## config.mk

```make
export PLATFORM = sky130hd
export DESIGN_NAME = clock_hms
export DESIGN_NICKNAME = d
export VERILOG_FILES = /design/src/rtl/clock_pkg.sv /design/src/rtl/bcd_mod_counter.sv /design/src/rtl/clock_hms.sv
export SDC_FILE = /design/constraint.sdc
export NUM_CORES = 1
export LEC_CHECK = 0
export ABC_AREA = 1
export CAP_MARGIN = 5
export CORE_MARGIN = 1
export CORE_UTILIZATION = 54
export DETAILED_ROUTE_END_ITERATION = 6
export HOLD_SLACK_MARGIN = 0.05
export PLACE_DENSITY = 0.82
export SYNTH_ARGS = -nofsm -noshare
export SYNTH_HDL_FRONTEND = slang
export SYNTH_SLANG_ARGS = --single-unit
```

## constraint.sdc

```tcl
create_clock -name clk -period 2.9 [get_ports clk]
set_input_delay 0.29 -clock clk [delete_from_list [all_inputs] [get_ports clk]]
set_output_delay 0.29 -clock clk [all_outputs]
set_load 0.02 [all_outputs]
```

## src/rtl/clock_pkg.sv

```systemverilog
// Shared types, BCD limits and BCD helper functions for the clock_hms block.
package clock_pkg;

  // Load-path FSM states
  typedef enum logic [1:0] {
    ST_COUNT = 2'd0,
    ST_CHECK = 2'd1,
    ST_APPLY = 2'd2
  } state_t;

  // One packed-BCD time field (two digits)
  typedef logic [7:0] bcd8_t;

  localparam bcd8_t      BCD_MIN_SEC_MAX = 8'h59;
  localparam bcd8_t      BCD_HOUR_MAX    = 8'h23;
  localparam logic [3:0] BCD_DIGIT_MAX   = 4'd9;

  // True when both digits are decimal and the field does not exceed lim.
  // With decimal digits, packed BCD orders the same as plain binary.
  function automatic logic bcd_field_ok(input bcd8_t v, input bcd8_t lim);
    logic ok;
    if ((v[7:4] <= BCD_DIGIT_MAX) && (v[3:0] <= BCD_DIGIT_MAX) && (v <= lim)) begin
      ok = 1'b1;
    end else begin
      ok = 1'b0;
    end
    return ok;
  endfunction

  // Next value of a two-digit BCD field that wraps to 00 after max_v
  function automatic bcd8_t bcd_inc(input bcd8_t v, input bcd8_t max_v);
    bcd8_t n;
    if (v == max_v) begin
      n = 8'h00;
    end else if (v[3:0] == BCD_DIGIT_MAX) begin
      n = {v[7:4] + 4'd1, 4'd0};
    end else begin
      n = {v[7:4], v[3:0] + 4'd1};
    end
    return n;
  endfunction

endpackage

```

## src/rtl/bcd_mod_counter.sv

```systemverilog
// Two-digit BCD counter wrapping after MAX, with synchronous load and a
// carry that is high in the cycle an increment wraps MAX back to 00.
module bcd_mod_counter import clock_pkg::*; #(
  parameter logic [7:0] MAX = 8'h59
) (
  input  logic       clk,
  input  logic       reset,
  input  logic       inc,
  input  logic       load,
  input  logic [7:0] load_value,
  output logic [7:0] value,
  output logic       carry
);

  bcd8_t value_r;

  assign value = value_r;
  assign carry = inc & (value_r == MAX);

  // Field register: load has priority, otherwise step on inc
  always_ff @(posedge clk or posedge reset) begin
    if (reset) begin
      value_r <= 8'h00;
    end else if (load) begin
      value_r <= load_value;
    end else if (inc) begin
      value_r <= bcd_inc(value_r, MAX);
    end else begin
      value_r <= value_r;
    end
  end

endmodule

```

## src/rtl/clock_hms.sv

```systemverilog
// clock_hms: BCD hh:mm:ss time-of-day clock driven by a tick prescaler, with
// a checked two-cycle load path.
// Optional feature: define CLOCK_HMS_ALARM_EN to add the hh:mm alarm
// comparator (ports alarm_hh, alarm_mm, alarm).
module clock_hms import clock_pkg::*; #(
  parameter int TICKS_PER_SEC = 1000
) (
  input  logic       clk,
  input  logic       reset,
  input  logic       tick,
  input  logic       run,
  input  logic       load_valid,
  input  logic [7:0] load_hh,
  input  logic [7:0] load_mm,
  input  logic [7:0] load_ss,
  output logic       load_ready,
  output logic [7:0] hh,
  output logic [7:0] mm,
  output logic [7:0] ss,
  output logic       sec_pulse,
  output logic       day_wrap,
  output logic       load_err
`ifdef CLOCK_HMS_ALARM_EN
  ,
  input  logic [7:0] alarm_hh,
  input  logic [7:0] alarm_mm,
  output logic       alarm
`endif
);

  localparam int PW = (TICKS_PER_SEC > 1) ? $clog2(TICKS_PER_SEC) : 1;
  localparam logic [PW-1:0] PRESC_MAX = PW'(TICKS_PER_SEC - 1);

  state_t        state_r;
  logic          load_ready_r;
  logic          load_err_r;
  logic          load_ok_r;
  bcd8_t         stage_hh_r;
  bcd8_t         stage_mm_r;
  bcd8_t         stage_ss_r;
  logic [PW-1:0] presc_r;
  logic          sec_pulse_r;
  logic          day_wrap_r;

  logic          stage_ok_s;
  logic          apply_s;
  logic          count_tick_s;
  logic          sec_inc_s;
  logic          ss_carry_s;
  logic          mm_carry_s;
  logic          hh_carry_s;
  bcd8_t         hh_s;
  bcd8_t         mm_s;
  bcd8_t         ss_s;

  assign stage_ok_s = bcd_field_ok(stage_hh_r, BCD_HOUR_MAX) &
                      bcd_field_ok(stage_mm_r, BCD_MIN_SEC_MAX) &
                      bcd_field_ok(stage_ss_r, BCD_MIN_SEC_MAX);

  // Only an accepted, checked load writes the time
  assign apply_s = (state_r == ST_APPLY) & load_ok_r;

  // A tick counts only in COUNT with run high and no load being accepted
  assign count_tick_s = (state_r == ST_COUNT) & run & tick & ~load_valid;
  assign sec_inc_s    = count_tick_s & (presc_r == PRESC_MAX);

  // Load FSM: COUNT accepts, CHECK validates, APPLY writes (or discards a
  // rejected load) so load_ready is low for two cycles on either outcome.
  always_ff @(posedge clk or posedge reset) begin
    if (reset) begin
      state_r      <= ST_COUNT;
      load_ready_r <= 1'b1;
      load_err_r   <= 1'b0;
      load_ok_r    <= 1'b0;
      stage_hh_r   <= 8'h00;
      stage_mm_r   <= 8'h00;
      stage_ss_r   <= 8'h00;
    end else begin
      case (state_r)
        ST_COUNT: begin
          load_err_r <= 1'b0;
          load_ok_r  <= 1'b0;
          if (load_valid) begin
            stage_hh_r   <= load_hh;
            stage_mm_r   <= load_mm;
            stage_ss_r   <= load_ss;
            state_r      <= ST_CHECK;
            load_ready_r <= 1'b0;
          end else begin
            state_r      <= ST_COUNT;
            load_ready_r <= 1'b1;
          end
        end
        ST_CHECK: begin
          load_ok_r    <= stage_ok_s;
          load_err_r   <= ~stage_ok_s;
          state_r      <= ST_APPLY;
          load_ready_r <= 1'b0;
        end
        ST_APPLY: begin
          load_ok_r    <= 1'b0;
          load_err_r   <= 1'b0;
          state_r      <= ST_COUNT;
          load_ready_r <= 1'b1;
        end
        default: begin
          load_ok_r    <= 1'b0;
          load_err_r   <= 1'b0;
          state_r      <= ST_COUNT;
          load_ready_r <= 1'b1;
        end
      endcase
    end
  end

  // Tick prescaler: cleared by a load, wraps after TICKS_PER_SEC ticks
  always_ff @(posedge clk or posedge reset) begin
    if (reset) begin
      presc_r <= '0;
    end else if (apply_s) begin
      presc_r <= '0;
    end else if (count_tick_s) begin
      if (presc_r == PRESC_MAX) begin
        presc_r <= '0;
      end else begin
        presc_r <= presc_r + PW'(1);
      end
    end else begin
      presc_r <= presc_r;
    end
  end

  bcd_mod_counter #(.MAX(BCD_MIN_SEC_MAX)) u_ss (
    .clk        (clk),
    .reset      (reset),
    .inc        (sec_inc_s),
    .load       (apply_s),
    .load_value (stage_ss_r),
    .value      (ss_s),
    .carry      (ss_carry_s)
  );

  bcd_mod_counter #(.MAX(BCD_MIN_SEC_MAX)) u_mm (
    .clk        (clk),
    .reset      (reset),
    .inc        (ss_carry_s),
    .load       (apply_s),
    .load_value (stage_mm_r),
    .value      (mm_s),
    .carry      (mm_carry_s)
  );

  bcd_mod_counter #(.MAX(BCD_HOUR_MAX)) u_hh (
    .clk        (clk),
    .reset      (reset),
    .inc        (mm_carry_s),
    .load       (apply_s),
    .load_value (stage_hh_r),
    .value      (hh_s),
    .carry      (hh_carry_s)
  );

  // Event pulses, aligned with the cycle the new time becomes visible
  always_ff @(posedge clk or posedge reset) begin
    if (reset) begin
      sec_pulse_r <= 1'b0;
      day_wrap_r  <= 1'b0;
    end else begin
      sec_pulse_r <= sec_inc_s;
      day_wrap_r  <= hh_carry_s;
    end
  end

`ifdef CLOCK_HMS_ALARM_EN
  bcd8_t next_mm_s;
  bcd8_t next_hh_s;
  logic  alarm_r;

  // Time the counters will hold after this cycle's carry chain
  always_comb begin
    next_mm_s = mm_s;
    next_hh_s = hh_s;
    if (ss_carry_s) begin
      next_mm_s = bcd_inc(mm_s, BCD_MIN_SEC_MAX);
    end else begin
      next_mm_s = mm_s;
    end
    if (mm_carry_s) begin
      next_hh_s = bcd_inc(hh_s, BCD_HOUR_MAX);
    end else begin
      next_hh_s = hh_s;
    end
  end

  // Alarm fires only when counting rolls the time onto alarm_hh:alarm_mm:00
  always_ff @(posedge clk or posedge reset) begin
    if (reset) begin
      alarm_r <= 1'b0;
    end else begin
      alarm_r <= ss_carry_s & (next_mm_s == alarm_mm) & (next_hh_s == alarm_hh);
    end
  end

  assign alarm = alarm_r;
`else
  // Alarm comparator not built in this configuration
`endif

  assign load_ready = load_ready_r;
  assign hh         = hh_s;
  assign mm         = mm_s;
  assign ss         = ss_s;
  assign sec_pulse  = sec_pulse_r;
  assign day_wrap   = day_wrap_r;
  assign load_err   = load_err_r;

endmodule

```

== Word-level counts from Yosys, hierarchy flattened ==
Cells that the tools add are included.

* Bits in writable memories: 0
* Bits in latches: 0
* Output and inout port bits: 28
* Bits in read-only memories: 0
* Register bits: 65
* Memories kept: 0
* Logic and storage cells: 95
* Input bits: 29

* Eq/ne operators: 9
* Shift operators: 0
* Muxes and demuxes: 24
* Reductions and logical operators: 18
* Div/mod/pow operators: 0
* Order comparisons: 9
* Multipliers: 0
* Bitwise logic cells: 12
* $add $sub $neg: 7

{| class="wikitable"
|+ Operators by type and width
! cell !! count
|-
| 2-to-1 mux 8 bit || 12
|-
| 2-to-1 mux 10 bit || 3
|-
| adder 4 x 1 -> 4 bit (second input constant) || 6
|-
| less-or-equal comparator 4 bit (second input constant) || 6
|-
| == test 8 x 7 -> 1 bit (second input constant) || 2
|-
| less-or-equal comparator 8 x 7 -> 1 bit (second input constant) || 2
|-
| == test 4 bit (second input constant) || 3
|-
| adder 10 x 1 -> 10 bit (second input constant) || 1
|-
| bitwise AND 1 bit || 10
|-
| == test 10 bit (second input constant) || 1
|-
| nonzero test 3 bit || 3
|-
| == test 8 x 6 -> 1 bit (second input constant) || 1
|-
| less-or-equal comparator 8 x 6 -> 1 bit (second input constant) || 1
|-
| AND reduction 2 bit || 4
|-
| nonzero test 2 bit || 4
|-
| 2-to-1 mux 1 bit || 7
|-
| logical AND 1 bit || 6
|-
| case mux 2 bit (2 select lines) || 1
|-
| == test 2 x 1 -> 1 bit (second input constant) || 1
|-
| == test 2 bit (second input constant) || 1
|-
| zero test 2 bit || 1
|-
| inverter 1 bit || 2
|-
| case mux 1 bit (2 select lines) || 1
|}

== Logic depth before layout (Yosys ltp) ==
Gate-level depths: netlist of the first run.

* Word-level depth: 9
* Mapped depth: 11

== Hierarchy ==
A second synthesis of the first run with hierarchy kept.

* Cells, all modules: 453
* Area, all modules: 3642.2 um^2

{| class="wikitable"
|+ By module, submodules not included
! module !! cells an instance !! times used !! area each (um^2) !! sequential area each (um^2)
|-
| clock_hms || 217 || 1 || 1849.3 || 1027.2
|-
| bcd_mod_counter (u_mm ...) || 75 || 2 || 591.8 || 200.2
|-
| bcd_mod_counter (u_hh) || 86 || 1 || 609.3 || 200.2
|}

== Least setup slack after synthesis of the first run ==
OpenSTA, ideal clock, no wires.

* Path type: reg-to-reg
* Start: register u_mm.value_r[0], in the netlist u_mm.value[0]
* End: register u_hh.value_r[1], in the netlist u_hh.value[1]
* Setup time: 0.121 ns
* Path buffers: 1
* Slack: 1.317 ns
* Period minus slack after synthesis: 1.583 ns
* Arrival: 1.462 ns
* Cell stages (with the launch flop): 10
* Data required time: 2.779 ns
* Path through: dfrtp_1 > ha_1 > nand3_1 > nor2_1 > nand4_1 > nand2_1 > buf_4 > inv_1 > nand2_1 > nand2_1

* Word-level cells in the longest chain between the ends: 3

{| class="wikitable"
|+ Ends and longest elaborated chain
! element !! RTL line !! text
|-
| start: declaration || bcd_mod_counter.sv:15 || <nowiki>bcd8_t value_r;</nowiki>
|-
| start signal: assignment || bcd_mod_counter.sv:25 || <nowiki>value_r <= load_value;</nowiki>
|-
| start signal: assignment || bcd_mod_counter.sv:27 || <nowiki>value_r <= bcd_inc(value_r, MAX);</nowiki>
|-
| start signal: assignment || bcd_mod_counter.sv:29 || <nowiki>value_r <= value_r;</nowiki>
|-
| == test 8 x 7 -> 1 bit || bcd_mod_counter.sv:18 || <nowiki>assign carry = inc & (value_r == MAX);</nowiki>
|-
| bitwise AND 1 bit || bcd_mod_counter.sv:18 ||
|-
| nonzero test 2 bit (no source line) || - ||
|-
| end signal: assignment || bcd_mod_counter.sv:25 ||
|-
| end signal: assignment || bcd_mod_counter.sv:27 ||
|-
| end signal: assignment || bcd_mod_counter.sv:29 ||
|-
| end: declaration || bcd_mod_counter.sv:15 ||
|}

No other way between the ends.
A chain may end at the register's enable or synchronous reset.

== Worst setup path after layout of the first run ==
* Start: register state_r[0]
* End: register u_ss.value_r[7], in the netlist u_ss.value[7]

* Word-level cells in the longest chain between the ends: 7
* Elaborated cells on any way between the ends: 11
* Those cells by class: eq/ne (1); mux (1); bitwise (5); reduce/logical (4)

{| class="wikitable"
|+ Ends and longest elaborated chain
! element !! RTL line !! text
|-
| start: declaration || clock_hms.sv:34 || <nowiki>state_t state_r;</nowiki>
|-
| start signal: assignment || clock_hms.sv:71 || <nowiki>state_r <= ST_COUNT;</nowiki>
|-
| start signal: assignment || clock_hms.sv:87 || <nowiki>state_r <= ST_CHECK;</nowiki>
|-
| start signal: assignment || clock_hms.sv:90 || <nowiki>state_r <= ST_COUNT;</nowiki>
|-
| zero test 2 bit || clock_hms.sv:64 || <nowiki>assign count_tick_s = (state_r == ST_COUNT) & run & tick & ~load_valid;</nowiki>
|-
| bitwise AND 1 bit (3 in a row) || clock_hms.sv:64 ||
|-
| bitwise AND 1 bit || clock_hms.sv:65 || <nowiki>assign sec_inc_s = count_tick_s & (presc_r == PRESC_MAX);</nowiki>
|-
| nonzero test 2 bit (no source line) || - ||
|-
| AND reduction 2 bit (no source line) || - ||
|-
| end signal: assignment || bcd_mod_counter.sv:25 ||
|-
| end signal: assignment || bcd_mod_counter.sv:27 ||
|-
| end signal: assignment || bcd_mod_counter.sv:29 ||
|-
| end: declaration || bcd_mod_counter.sv:15 ||
|}

Parallel ways exist; a longest one is shown, timed or not.

==> metrics, run 1 <==
run status=complete, no violations; top-count cell post-synth=nand2_1; hold crit path type=reg -> reg; DP HPWL=5400 microns; gr ovfl total=0; MaxCap Viol Count=0; DRC errors left=0; Initial Util=56.9%; Switching Fraction=31.4%; critical path required time=approximately 3.2 ns; Logic pwr share=between 20% and 30%; period utilization=64.2%; pin count of the biggest net entering global routing=66; Lkg Pwr=2.03 nW; Die Width=81.4 microns; post-synthesis sequential area ratio=~48%; clock tree buffer depth=2; Die H=between 80 and 90 microns; Skew-Pair Late Insertion Delay=0.34 ns; WS Path Type=reg -> reg; min Tclk post-route=1.86 ns; Sequential Area=1630 sq um; worst hold slack=0.483 ns; DR vias=~3000; CTS clk-pin slew, worst paths=0.07 ns; die area=6630 sq um; Slew Limit Fails=0; vias in the first global route=~3000; initial drt markers=187; Post-CTS Setup Inserts=0; final WL=between 7000 and 8000 microns; drt first pass iters=5; cts hold-fix bufs=0; power share of the clock group=30.0%; setup_tns=0 ns; top-area cell type share of the netlist area=47.0%; area occupied by multi-input gates=~1500 sq um; Synth Register Bits=65; clk_skew=0.00446 ns; worst vdd ir=370 uV; min setup slack post-route=1.04 ns; Layout area overhead=22.7%; worst relative slew slack=45.8%; cts repair resizes=0; Mapped Area=3410 sq um; layout cell share with drive strength beyond 1=between 7 and 8%; clock sinks=65; port buffer count=56; Critical Path Source Type=flip-flop; Gate Count Post-Synth=418; sequential share of power=50.0%; count of different cell masters after synthesis=36; measured slew at the worst slew-check pin=a little over 0.8 ns; pwr/cell area=552 nW/um^2; Fmax=around 540 MHz; first-pass GRT wire length=roughly 13000 microns; syn avg cell area=~8.2 sq um; Hold Fails Final Rpt=0; H-tree depth=3; row count=28; crit path max fanout=31; number of synthesized flops with an enable pin=0; # diodes=0; area leader, netlist=dfrtp_1; Worst Setup Slack post-DPL=1.04 ns; yosys warns=0; WL/cell=~14 microns; DR vias/cell=5.37; core area=about 6000 sq um; initial antenna violation count=0; clock root cell=clkbuf_8; CTS buffer count=9; Overall Global Routing Usage=26.7%; RSZ-0062 raised after global routing=false; GPL Wtd Cong=about 0.86; # fillers=between 400 and 500; post-route ant nets=0; synth top area cells=dfrtp_1 (47%), nand2_1 (14%), o21ai_0 (5.7%), inv_1 (5.1%), nand3_1 (4.3%); Arr. time, crit path=2.12 ns; I/O pins=57; Post-synth ARST share=100%; Switch Pwr=724 uW; top cells by count, synth=nand2_1 (123), dfrtp_1 (64), inv_1 (46), o21ai_0 (39), nand3_1 (29); r2r setup slk=1.04 ns; overall power=about 2.3 mW; syn nets=458; fin nets=slightly above 500; CTS tree=yes; Internal Dissipation=1.58 mW; Primary FF master, synth=dfrtp_1; Critical Path End Type=flip-flop; final setup violation count=0
cell type report:
class | count | area share (%)
inverter | 48 | 4.34
clock buffer | 13 | 3.80
sequential | 65 | 38.9
timing repair buffer | 58 | 13.8
multi-input combinational | 295 | 36.5
clock inverter | 3 | 0.359
tap | 75 | 2.24
path summary, 6_finish.rpt:
path | from | end | depth (start not counted)
max | state_r[0] | u_ss.value[7] | 7
min reg2reg | stage_hh_r[0] | stage_hh_r[0] | 2
min in group asynchronous | reset | u_ss.value[6] | 3
max in group asynchronous | reset | stage_hh_r[4] | 3
min | stage_hh_r[0] | stage_hh_r[0] | 2
max reg2reg | state_r[0] | u_ss.value[7] | 7
per-layer routing:
| layer | global-route usage, % | routed length (microns) | vias up |
|---|---|---|---|
| li1 | - | - | 1467 |
| met1 | 35.4 | 3530 | 1425 |
| met2 | 42.1 | 3670 | 86 |
| met3 | 6.44 | 336 | 15 |
| met4 | 10.7 | 128 | 0 |
| met5 | 0 | 0 | - |
critical path, cell delays in order (launching register included):
cell	delay (ns)
dfrtp_1	0.42
inv_1	0.13
nand3_4	0.34
inv_2	0.36
nor2_2	0.12
nor2_2	0.23
nand2_1	0.09
o21ai_0	0.08
logic make-up (layout without fill, tap and decap cells):
family,count (synthesis),in the layout,synth area share (%)
DFF,65,65,47.8
AOI/OAI and AO/OA,70,70,11.2
adders and majority gates,11,11,4.04
buffers and inverters,58,122,7.38
xor gates and xnor gates,11,11,2.83
and+or+nand+nor,203,203,26.7
flip-flops by register name, summed over array words and instances (netlist names):
signal	cells
day_wrap	1
load_err	1
load_ok_r	1
load_ready	1
presc_r	10
sec_pulse	1
stage_hh_r	8
stage_mm_r	8
stage_ss_r	8
state_r	2
u_hh.value	8
u_mm.value	8
u_ss.value	8
placed cells by master, fill, tap and decap left out, types with 8 or more instances in the layout:
cell             count
nor2_1              27
clkbuf_8            11
a21oi_1              8
nand3_1             29
o21ai_0             39
ha_1                11
dfrtp_1             64
nand2_1            123
inv_1               45
clkdlybuf4s50_1     56
o22ai_1              9
through the flow:
| stage | utilization, % | instances | instance area [sq um] |
|---|---|---|---|
| floorplan | - | 418 | 3410 |
| global placement | 66.9 | 541 | 4010 |
| global route | 69.8 | 557 | 4180 |
| detailed placement | 66.9 | 541 | 4010 |
| finish | 69.8 | 557 | 4180 |
| CTS | 69.8 | 557 | 4180 |
power by group through the flow:
| stage | registers, mW | clock network (mW) | logic, mW |
|---|---|---|---|
| floorplan | 1.16 | 0 | 0.289 |
| global placement | 1.16 | 0 | 0.441 |
| detailed placement | 1.17 | 0 | 0.456 |
| CTS | 1.15 | 0.701 | 0.462 |
| global route | 1.17 | 0.744 | 0.531 |
| finish | 1.15 | 0.692 | 0.462 |
No activity file was read; power rests on OpenSTA's default activity.
==> run 2: changes to the inputs <==
--- a/config.mk
+++ b/config.mk
@@ -8,10 +8,10 @@
 export ABC_AREA = 1
 export CAP_MARGIN = 5
 export CORE_MARGIN = 1
-export CORE_UTILIZATION = 54
+export CORE_UTILIZATION = 48
 export DETAILED_ROUTE_END_ITERATION = 6
 export HOLD_SLACK_MARGIN = 0.05
-export PLACE_DENSITY = 0.82
+export PLACE_DENSITY = 0.77
 export SYNTH_ARGS = -nofsm -noshare
 export SYNTH_HDL_FRONTEND = slang
 export SYNTH_SLANG_ARGS = --single-unit
==> constraint.sdc (replaced) <==
create_clock -name clk -period 1.58 [get_ports clk]
set_input_delay 0.158 -clock clk [delete_from_list [all_inputs] [get_ports clk]]
set_output_delay 0.158 -clock clk [all_outputs]
set_load 0.02 [all_outputs]
==> metrics, run 2 (synthesis gave the netlist of run 1 again) <==
Slew Limit Fails=0; setup_tns=0 ns; Critical Path Source Type=flip-flop; Worst path depth=7; MaxCap Viol Count=0; Switch Pwr=1.48 mW; most frequent CP cell=buf_6; sequential share of power=44.2%; hold crit path type=in -> async; FF-to-FF path depth=7; period utilization=98.1%; CP Cell Sequence=nor2_4, buf_6, nand4_4, buf_6, nor4_4, nand3_1, nor2_1; critical path required time=1.86 ns; final setup violation count=0; most common cell after layout, fill and taps aside=nand2_1; initial drt markers=143; WS Path Type=reg -> reg; vias in the first global route=roughly 3000; DR vias/cell=about 5; min setup slack post-route=0.0307 ns; Layout area overhead=40.3%; power share of the clock group=between 30% and 40%; pwr/cell area=around 1000 nW/um^2; Skew-Pair Late Insertion Delay=0.35 ns; Internal Dissipation=3.28 mW; Buffers & Inverters on Critical Path=2; gr ovfl total=0; final WL=slightly below 9000 microns; initial antenna violation count=0; CTS buffer count=9; pin count of the biggest net entering global routing=66; measured slew at the worst slew-check pin=0.340 ns; drt first pass iters=4; Arr. time, crit path=1.83 ns; CTS tree=yes; I/O pins=57; CP delay by family, top=simple AND/OR/NAND/NOR gates; clock tree buffer depth=2; clock sinks=65; Initial Util=about half; run status=complete, no violations; Hold Fails Final Rpt=0; Largest register FFs=10; CP max stage cell=dfrtp_2; DR vias=3187; cts hold-fix bufs=0; Die H=between 80 and 90 microns; post-route ant nets=0; clock root cell=clkbuf_8; layout cell share with drive strength beyond 1=19.4%; Finished Layout Cells=627; # diodes=0; min Tclk post-route=1.55 ns; Overall Global Routing Usage=24.6%; most frequent cells in the layout=nand2_1 (120), dfrtp_1 (62), buf_4 (45); CTS clk-pin slew, worst paths=0.08 ns; WL/cell=14.0 microns; H-tree depth=3; core area=between 6000 and 7000 sq um; Logic pwr share=between 20 and 25%; fin nets=approximately 570; Die Width=86.3 microns; Lkg Pwr=2.50 nW; port buffer count=56; Fmax=645 MHz; first-pass GRT wire length=14200 microns; row count=30; worst relative slew slack=between 70% and 80%; DRC errors left=0; die area=7440 sq um; worst vdd ir=516 uV; RSZ-0062 raised after global routing=true; Cells after DPL=602; clk_skew=0.0111 ns; GPL Wtd Cong=0.852; Switching Fraction=a little under a third; Worst Setup Slack post-DPL=-0.144 ns; DP HPWL=just over 6000 microns; Critical Path End Type=flip-flop; max incr delay on CP=roughly 0.44 ns; crit path max fanout=4; # fillers=544; largest register by flop count=presc_r
[run 2: changes by cell type in the layout (fill, tap and decap cells not counted), sizes merged]
| cell | delta |
|---|---|
| buf | +49 |
| clkdlybuf4s50 | -24 |
| dlygate4sd2 | +17 |
| dlymetal6s2s | +7 |
| clkbuf | -4 |
| bufinv | +2 |
| clkinvlp | +2 |
| clkinv | +1 |
| inv | -1 |
[run 2: final timing paths]
kind | slack, ns | start | endpoint
setup / recovery | 0.03 | state_r[1] | day_wrap
hold / removal | 0.26 | reset | u_ss.value[1]
setup reg to reg | 0.03 | state_r[1] | day_wrap
hold reg to reg | 0.50 | stage_mm_r[4] | stage_mm_r[4]
max in group asynchronous | 1.01 | reset | load_ready
min in group clk | 0.34 | load_hh[6] | stage_hh_r[6]
[run 2: per-layer routing]
layer	global-route usage, %	wire (microns)	up-vias
met4	7.88	178	0
met1	32.7	3820	1509
met2	40.6	4390	96
met5	0	0	-
met3	5.05	377	20
li1	-	-	1562
[run 2: cell type report]
class                      count  area, sq um  area share, %
multi-input combinational    295         1630           34.2
sequential                    65         1630           34.1
timing repair buffer         107          988           20.7
inverter                      48          188           3.93
clock buffer                   9          124           2.59
tap                           96          120           2.51
clock inverter                 7         95.1           1.99
[run 2: power groups by stage]
stage	Sequential, mW	Clock [mW]	Combinational, mW
4_1_cts	2.09	1.59	1.01
5_1_grt	2.13	1.67	1.19
3_5_place_dp	2.12	0	0.994
2_1_floorplan	2.13	0	0.531
6_report	2.10	1.59	1.06
3_3_place_gp	2.11	0	0.963
[run 2: worst min-delay path: stages]
cell             delay [ns]
clkdlybuf4s50_1        0.44
clkinvlp_4             0.10
buf_12                 0.31
[run 2: what timing repair did]
item / in CTS / in global routing
pin swaps: 2 / 16
endpoints found under the setup margin: 35 / 36
buffers inserted: 1 / 9
gates resized for setup: 33 / 24
cloned: 0 / 0
[run 2: metrics by stage]
step,area (sq um),util (%),hold slack [ns],total power [mW]
CTS,4630,67.7,0.271,4.69
detailed placement,4360,63.9,0.480,3.12
global route,4780,70.0,0.264,4.99
finish,4780,70.0,0.255,4.76
global placement,4360,63.9,0.471,3.08
floorplan,3410,-,0.268,2.66
